**src/rtl/li_mem_op_seq_if.sv**
```systemverilog
// li_mem_op_seq_if: command handshake and DFF-bank control bundle (shadow ports when LI_MEM_SEQ_SHADOW_EN)
interface li_mem_op_seq_if #(parameter int WIDTH = 8);
  logic cmd_valid;
  logic cmd_ready;
  logic [3:0] cmd_op;
  logic [WIDTH-1:0] cmd_data;
  logic do_force;
  logic do_invert;
  logic do_nand;
  logic do_nxor;
  logic [WIDTH-1:0] dff_in;
  logic op_done;
  logic busy;
  logic err;
`ifdef LI_MEM_SEQ_SHADOW_EN
  logic [WIDTH-1:0] shadow_val;
  logic shadow_valid;
  modport master (
    output cmd_valid, cmd_op, cmd_data,
    input cmd_ready, do_force, do_invert, do_nand, do_nxor, dff_in, op_done, busy, err, shadow_val, shadow_valid
  );
  modport slave (
    input cmd_valid, cmd_op, cmd_data,
    output cmd_ready, do_force, do_invert, do_nand, do_nxor, dff_in, op_done, busy, err, shadow_val, shadow_valid
  );
`else
  modport master (
    output cmd_valid, cmd_op, cmd_data,
    input cmd_ready, do_force, do_invert, do_nand, do_nxor, dff_in, op_done, busy, err
  );
  modport slave (
    input cmd_valid, cmd_op, cmd_data,
    output cmd_ready, do_force, do_invert, do_nand, do_nxor, dff_in, op_done, busy, err
  );
`endif
endinterface

```
**src/rtl/li_mem_op_seq.sv**
```systemverilog
// li_mem_op_seq: turns opcode+operand commands into logic-in-memory DFF control words (clk, rst, bus: cmd handshake in, do_*/dff_in/op_done/busy/err out; shadow_val/shadow_valid when LI_MEM_SEQ_SHADOW_EN)
module li_mem_op_seq #(parameter int WIDTH = 8) (
  input logic clk,
  input logic rst,
  li_mem_op_seq_if.slave bus
);
  localparam int W = WIDTH + 4;
  localparam logic [W-1:0] HOLD = {4'b0100, {WIDTH{1'b0}}};
  typedef enum logic [1:0] {IDLE, STEP1, STEP2} state_t;
  state_t state_q, state_d;
  logic [3:0] op_q, op_d;
  logic [WIDTH-1:0] data_q, data_d;
  logic [W-1:0] word_q, word_d;
  logic op_done_q, op_done_d;
  logic busy_q, busy_d;
  logic err_q, err_d;
  logic two_step, new_two, ready, acc;
  function automatic logic [W-1:0] word_f(input logic [3:0] op, input logic [WIDTH-1:0] d);
    case (op)
      4'd1: return {4'b1000, d};
      4'd2: return {4'b1100, d};
      4'd3: return {4'b0110, d};
      4'd4: return {4'b0010, d};
      4'd5: return {4'b0100, d};
      4'd6: return {4'b0000, d};
      4'd7: return {4'b0101, d};
      4'd8: return {4'b0001, d};
      4'd9: return {4'b1000, {WIDTH{1'b0}}};
      4'd10: return {4'b1100, {WIDTH{1'b0}}};
      4'd11, 4'd12, 4'd13: return {4'b0001, {WIDTH{1'b0}}};
      default: return HOLD;
    endcase
  endfunction
  assign two_step = op_q == 4'd12 || op_q == 4'd13;
  assign new_two = bus.cmd_op == 4'd12 || bus.cmd_op == 4'd13;
  assign ready = state_q != STEP1 || !two_step;
  assign acc = bus.cmd_valid && ready;
  always_comb begin
    state_d = acc ? STEP1 : (state_q == STEP1 && two_step) ? STEP2 : IDLE;
    op_d = acc ? bus.cmd_op : op_q;
    data_d = acc ? bus.cmd_data : data_q;
    word_d = acc ? word_f(bus.cmd_op, bus.cmd_data) :
             state_d == STEP2 ? word_f(op_q == 4'd12 ? 4'd6 : 4'd4, data_q) : HOLD;
    op_done_d = acc ? !new_two : state_d == STEP2;
    busy_d = state_d != IDLE;
    err_d = acc && bus.cmd_op[3:1] == 3'b111;
  end
  always_ff @(posedge clk)
    if (rst) begin
      state_q <= IDLE;
      op_q <= '0;
      data_q <= '0;
      word_q <= HOLD;
      op_done_q <= 1'b0;
      busy_q <= 1'b0;
      err_q <= 1'b0;
    end else begin
      state_q <= state_d;
      op_q <= op_d;
      data_q <= data_d;
      word_q <= word_d;
      op_done_q <= op_done_d;
      busy_q <= busy_d;
      err_q <= err_d;
    end
  assign bus.cmd_ready = ready;
  assign {bus.do_force, bus.do_invert, bus.do_nand, bus.do_nxor, bus.dff_in} = word_q;
  assign bus.op_done = op_done_q;
  assign bus.busy = busy_q;
  assign bus.err = err_q;
`ifdef LI_MEM_SEQ_SHADOW_EN
  logic [WIDTH-1:0] shadow_q, shadow_d;
  logic shadow_valid_q, shadow_valid_d;
  function automatic logic [WIDTH-1:0] dff_f(input logic [WIDTH-1:0] cur, input logic [W-1:0] w);
    logic [WIDTH-1:0] b;
    b = w[W-1] ? w[WIDTH-1:0] : w[W-3] ? ~(cur & w[WIDTH-1:0]) :
        w[W-4] ? ~(cur ^ w[WIDTH-1:0]) : ~(cur | w[WIDTH-1:0]);
    return w[W-2] ? ~b : b;
  endfunction
  always_comb begin
    shadow_d = busy_q ? dff_f(shadow_q, word_q) : shadow_q;
    shadow_valid_d = shadow_valid_q || (op_done_q && (op_q == 4'd1 || op_q == 4'd2 || op_q == 4'd9 || op_q == 4'd10));
  end
  always_ff @(posedge clk)
    if (rst) begin
      shadow_q <= '0;
      shadow_valid_q <= 1'b0;
    end else begin
      shadow_q <= shadow_d;
      shadow_valid_q <= shadow_valid_d;
    end
  assign bus.shadow_val = shadow_q;
  assign bus.shadow_valid = shadow_valid_q;
`endif
endmodule
```
**src/flat_wrapper.sv**
```systemverilog
// flat-port wrapper written by rule: the top's interface ports become plain ports
module li_mem_op_seq_flat 
#(parameter int WIDTH = 8)
  (clk, rst, bus_cmd_valid, bus_cmd_op, bus_cmd_data, bus_cmd_ready, bus_do_force, bus_do_invert, bus_do_nand, bus_do_nxor, bus_dff_in, bus_op_done, bus_busy, bus_err);
  li_mem_op_seq_if #(.WIDTH(WIDTH)) bus_i ();
  input logic clk;
  input logic rst;
  input wire logic [$bits(bus_i.cmd_valid)-1:0] bus_cmd_valid;
  input wire logic [$bits(bus_i.cmd_op)-1:0] bus_cmd_op;
  input wire logic [$bits(bus_i.cmd_data)-1:0] bus_cmd_data;
  output wire logic [$bits(bus_i.cmd_ready)-1:0] bus_cmd_ready;
  output wire logic [$bits(bus_i.do_force)-1:0] bus_do_force;
  output wire logic [$bits(bus_i.do_invert)-1:0] bus_do_invert;
  output wire logic [$bits(bus_i.do_nand)-1:0] bus_do_nand;
  output wire logic [$bits(bus_i.do_nxor)-1:0] bus_do_nxor;
  output wire logic [$bits(bus_i.dff_in)-1:0] bus_dff_in;
  output wire logic [$bits(bus_i.op_done)-1:0] bus_op_done;
  output wire logic [$bits(bus_i.busy)-1:0] bus_busy;
  output wire logic [$bits(bus_i.err)-1:0] bus_err;
  assign bus_i.cmd_valid = bus_cmd_valid;
  assign bus_i.cmd_op = bus_cmd_op;
  assign bus_i.cmd_data = bus_cmd_data;
  assign bus_cmd_ready = bus_i.cmd_ready;
  assign bus_do_force = bus_i.do_force;
  assign bus_do_invert = bus_i.do_invert;
  assign bus_do_nand = bus_i.do_nand;
  assign bus_do_nxor = bus_i.do_nxor;
  assign bus_dff_in = bus_i.dff_in;
  assign bus_op_done = bus_i.op_done;
  assign bus_busy = bus_i.busy;
  assign bus_err = bus_i.err;
  li_mem_op_seq #(.WIDTH(WIDTH)) u_core (.clk(clk), .rst(rst), .bus(bus_i));
endmodule
```
**config.mk**
```make
export PLATFORM = sky130hd
export DESIGN_NAME = li_mem_op_seq_flat
export DESIGN_NICKNAME = d
export VERILOG_FILES = /design/src/rtl/li_mem_op_seq_if.sv /design/src/rtl/li_mem_op_seq.sv /design/src/flat_wrapper.sv
export SDC_FILE = /design/constraint.sdc
export NUM_CORES = 1
export LEC_CHECK = 0
export CORE_MARGIN = 10
export CORE_UTILIZATION = 30
export CTS_BUF_LIST = sky130_fd_sc_hd__clkbuf_2 sky130_fd_sc_hd__clkbuf_4 sky130_fd_sc_hd__clkbuf_8
export DETAILED_ROUTE_END_ITERATION = 8
export GPL_ROUTABILITY_DRIVEN = 1
export SETUP_SLACK_MARGIN = 0.05
export SKIP_CTS_REPAIR_TIMING = 1
export SYNTH_ARGS = -nofsm -noshare
export SYNTH_HDL_FRONTEND = slang
export SYNTH_SLANG_ARGS = --single-unit
```
**constraint.sdc**
```tcl
create_clock -name clk -period 1.2 [get_ports clk]
set_input_delay 0.12 -clock clk [delete_from_list [all_inputs] [get_ports clk]]
set_output_delay 0.12 -clock clk [all_outputs]
set_load 0.02 [all_outputs]
```
==> results.py <==
metrics = {
    "clock_tree": {
        "clock-root-buffer": "sky130_fd_sc_hd__clkbuf_8",
        "worst_skew_pair.late_latency_ns": 0.28,
        "htreeDepth": 2,
        "cts.path.max_buffers": 2,
        "clock_tree_from_tritoncts": "done",
        "tritoncts_num_sinks": 29,
        "cts_inserted_buffers": 5,
        "clk_transition_reported_paths_ns": 0.06,
    },
    "pwr": {
        "power.ir.vdd_worst_uv": 637,
        "p_leak_nw": 1.04,
        "power_per_cell_area_nw_per_um2": 1120,
    },
    "yosys": {
        "top_flip_flop_cell_by_instance_count_after_synthesis": "sky130_fd_sc_hd__dfxtp_1",
        "synth_top_area_share_pct": 46.2,
        "yosys.area_share.simple_pct": 24.1,
        "synthesized_instance_count": 115,
        "synthXorXnorAreaFrac_pct": 1.39,
        "async_reset_ff_share_pct": 0,
        "post_synthesis_compound_gate_area_fraction_pct": 15.0,
        "synth_top_family_by_area": "simple AND/OR/NAND/NOR gates",
        "syn_nets": 130,
        "muxShareOfSynthArea_pct": 7.16,
        "syn_avg_cell_area_um2": 10.9,
        "number_of_enable_flip_flop_cells_after_synthesis": 0,
        "post_synth_num_cell_types": 37,
        "yosys.area.top_type": "sky130_fd_sc_hd__dfxtp_1",
        "synthesis.area_um2": 1260,
        "synth_fa_ha_area_share_pct": 0,
        "yosysWarnings": 0,
        "postSynthRegisterBits": 29,
        "synthTopCellsByArea": "sky130_fd_sc_hd__dfxtp_1 (46%), sky130_fd_sc_hd__nand2b_1 (9.5%), sky130_fd_sc_hd__mux2i_1 (7.2%)",
        "synth_sequential_area_ratio_pct": 46.2,
    },
    "die": {
        "design.die.area_um2": 7180,
        "initial_utilization_pct": 31.2,
        "ioPinCount": 31,
        "die_height_um": 84.7,
        "rows": 23,
        "core-area_um2": 4030,
        "die_width_um": 84.7,
    },
    "outcome": {
        "failing_checks": "setup timing",
        "run_status": "complete, but fails checks",
    },
    "detailed_routing": {
        "drtAntennaViolNets": 0,
        "dr.pass1.iters": 4,
        "num_vias": 1026,
        "routed_via_density": 4.71,
        "drt-total-wl_um": 3080,
        "drc": 0,
        "detailedRoute.firstIterationViolations": 37,
        "avgRoutedWirePerCell_um": 14.1,
    },
    "sta": {
        "timing.max_slew.rel_slack_pct": 79.4,
        "fin_worst_hold_slack_ns": 0.311,
        "achievable-frequency_mhz": 782,
        "period_needed_ns": 1.28,
        "tightest_slew_ns": 0.309,
        "final_max_slew_viol_count": 0,
        "setup_repair_after_global_routing_missed_its_margin": "yes",
        "hold_viol_final": 0,
        "setup_viol_count_final": 17,
        "timing.final.crit_share_pct": 107,
        "worst_clock_skew_ns": 0.00664,
        "finalSetupTns_ns": -0.498,
        "finalWorstSetupSlack_ns": -0.0783,
    },
    "critical_path": {
        "worstPathCellList": "and4b_2 -> a21oi_4 -> clkbuf_16 -> mux2i_1",
        "cp-start-kind": "flip-flop",
        "timing.critical_path.to_type": "flip-flop",
        "r2r_start": "u_core.state_q[0]$_SDFF_PP0_",
        "timing.critical_path.slowest_cell_delay_ns": 0.33,
        "timing.critical_path.slowest_stage_cell": "sky130_fd_sc_hd__dfxtp_2",
        "criticalPathCategory": "reg2reg",
        "reg2reg_slack_ns": -0.08,
        "path_max_fanout": 8,
        "worst_r2r_endpoint": "u_core.data_q[1]$_SDFFE_PP0N_",
        "cp_data_required_time_ns": 1.40,
        "worst-endpoint-arrival_ns": 1.48,
        "worst-r2r-cell-count": 4,
    },
    "final_layout": {
        "layout-drive-gt1-share_pct": 29.8,
        "final_core_util_pct": 48.2,
        "finalNonFillerCells": 218,
        "n_antenna_cell": 0,
        "area_growth_syn_to_layout_pct": 54.5,
        "nNetsFinal": 182,
    },
    "min_path": {
        "worst_hold_path.endpoint": "u_core.word_q[11]$_SDFF_PP0_",
        "timing.hold.worst.class": "in2reg",
        "hold_path_depth": 3,
        "worstHoldStart": "bus_cmd_op[2]",
    },
    "placed_design": {
        "dpl.cell_count": 207,
        "hpwl_um": 2210,
        "detailedPlace.worstSlack_ns": -0.361,
        "io_buffer_count": 30,
        "place.gp.congestion": 0.717,
    },
    "global_routing": {
        "antenna_violations_before_repair": 0,
        "grt_use_total_pct": 8.86,
        "grt_remaining_overflow": 0,
        "global_route_wire_length_before_repair_um": 5110,
        "grt_pass1_vias": 1074,
        "grt_max_degree": 18,
    },
    "run": {
        "number_of_max_cap_violations": 0,
    },
}
-- synth_stat cells (3+ instances only) --
master / instances
sky130_fd_sc_hd__a21oi_1: 4
sky130_fd_sc_hd__a32o_1: 7
sky130_fd_sc_hd__buf_6: 4
sky130_fd_sc_hd__dfxtp_1: 29
sky130_fd_sc_hd__mux2i_1: 9
sky130_fd_sc_hd__nand2b_1: 19
sky130_fd_sc_hd__nor2_1: 3
-- per-stage QoR --
step	total power [mW]	cell area, um^2
floorplan	1.22	1260
global placement	1.36	1720
detailed placement	1.37	1720
CTS	2.16	1810
global route	2.28	1940
finish	2.17	1940
-- layout make-up --
type                    instances  area [um^2]
fillers                       375         2090
inverters                       4         15.0
well taps                      50         62.6
repair buffers                 53          558
clock inverters                 2         10.0
multi-input cells              74          634
clock buffers                   6         76.3
flip-flops and latches         29          587
-- flip-flops by register name (all words and copies together), names as in the netlist --
signal and flops:
u_core.word_q 12, u_core.bus.busy 1, u_core.state_q 2, u_core.bus.err 1, u_core.bus.op_done 1, u_core.op_q 4, u_core.data_q 8
-- kinds of logic (layout without fill, tap and decap cells) --
kind of cell / Yosys count / in the layout
AO/OA/AOI/OAI: 22 / 22
flip-flops: 29 / 29
multiplexers: 9 / 9
XOR/XNOR: 2 / 2
AND/OR/NAND/NOR: 41 / 41
buffers and inverters: 12 / 65
-- power by group --
part	switching (mW)	total [mW]	internal (mW)
clock	0.370	0.793	0.423
combinational	0.153	0.341	0.188
sequential	0.0220	1.03	1.01
-- cell usage in the layout (no fill, tap or decap), types with 2 or more instances in the layout --
cell	Yosys	final
sky130_fd_sc_hd__a21oi_1	4	3
sky130_fd_sc_hd__a32o_1	7	7
sky130_fd_sc_hd__buf_12	0	2
sky130_fd_sc_hd__buf_4	0	20
sky130_fd_sc_hd__clkbuf_8	0	5
sky130_fd_sc_hd__clkdlybuf4s50_1	0	10
sky130_fd_sc_hd__clkinv_2	0	2
sky130_fd_sc_hd__dfxtp_1	29	24
sky130_fd_sc_hd__dfxtp_2	0	5
sky130_fd_sc_hd__dlymetal6s2s_1	0	19
sky130_fd_sc_hd__inv_1	2	2
sky130_fd_sc_hd__inv_2	2	2
sky130_fd_sc_hd__mux2i_1	9	9
sky130_fd_sc_hd__nand2b_1	19	19
sky130_fd_sc_hd__nor2_1	3	3
sky130_fd_sc_hd__nor3_1	2	2
sky130_fd_sc_hd__nor3_4	2	2
sky130_fd_sc_hd__nor3b_1	2	2
sky130_fd_sc_hd__nor4_4	1	2
sky130_fd_sc_hd__o22ai_1	2	2
sky130_fd_sc_hd__or2b_1	2	2
-- worst max-delay path, delay by kind of cell (launching register included) --
family          cells  cell delay, ns
flops               1            0.33
mux                 1            0.21
buf+inv             1            0.20
simple gates        1            0.27
compound gates      1            0.20
-- worst max path at each step --
stage                                       from                            end  depth (start not counted)
floorplan            u_core.op_q[1]$_SDFFE_PP0N_    u_core.word_q[7]$_SDFF_PP0_                          4
global placement                   bus_cmd_op[0]    u_core.word_q[7]$_SDFF_PP0_                          4
detailed placement                 bus_cmd_op[0]    u_core.word_q[4]$_SDFF_PP0_                          4
CTS                  u_core.op_q[1]$_SDFFE_PP0N_                  bus_cmd_ready                          4
global route        u_core.state_q[0]$_SDFF_PP0_  u_core.data_q[4]$_SDFFE_PP0N_                          4
finish              u_core.state_q[0]$_SDFF_PP0_  u_core.data_q[1]$_SDFFE_PP0N_                          4
-- layer usage --
layer / share of wire [%] / vias to the layer above / global-route usage [%]
li1: - / 519 / -
met1: 42 / 483 / 9.34
met2: 49 / 19 / 13.7
met3: 6.5 / 5 / 5.02
met4: 2.3 / 0 / 4.94
met5: 0 / - / 0
No activity file was read; power rests on OpenSTA's default activity.
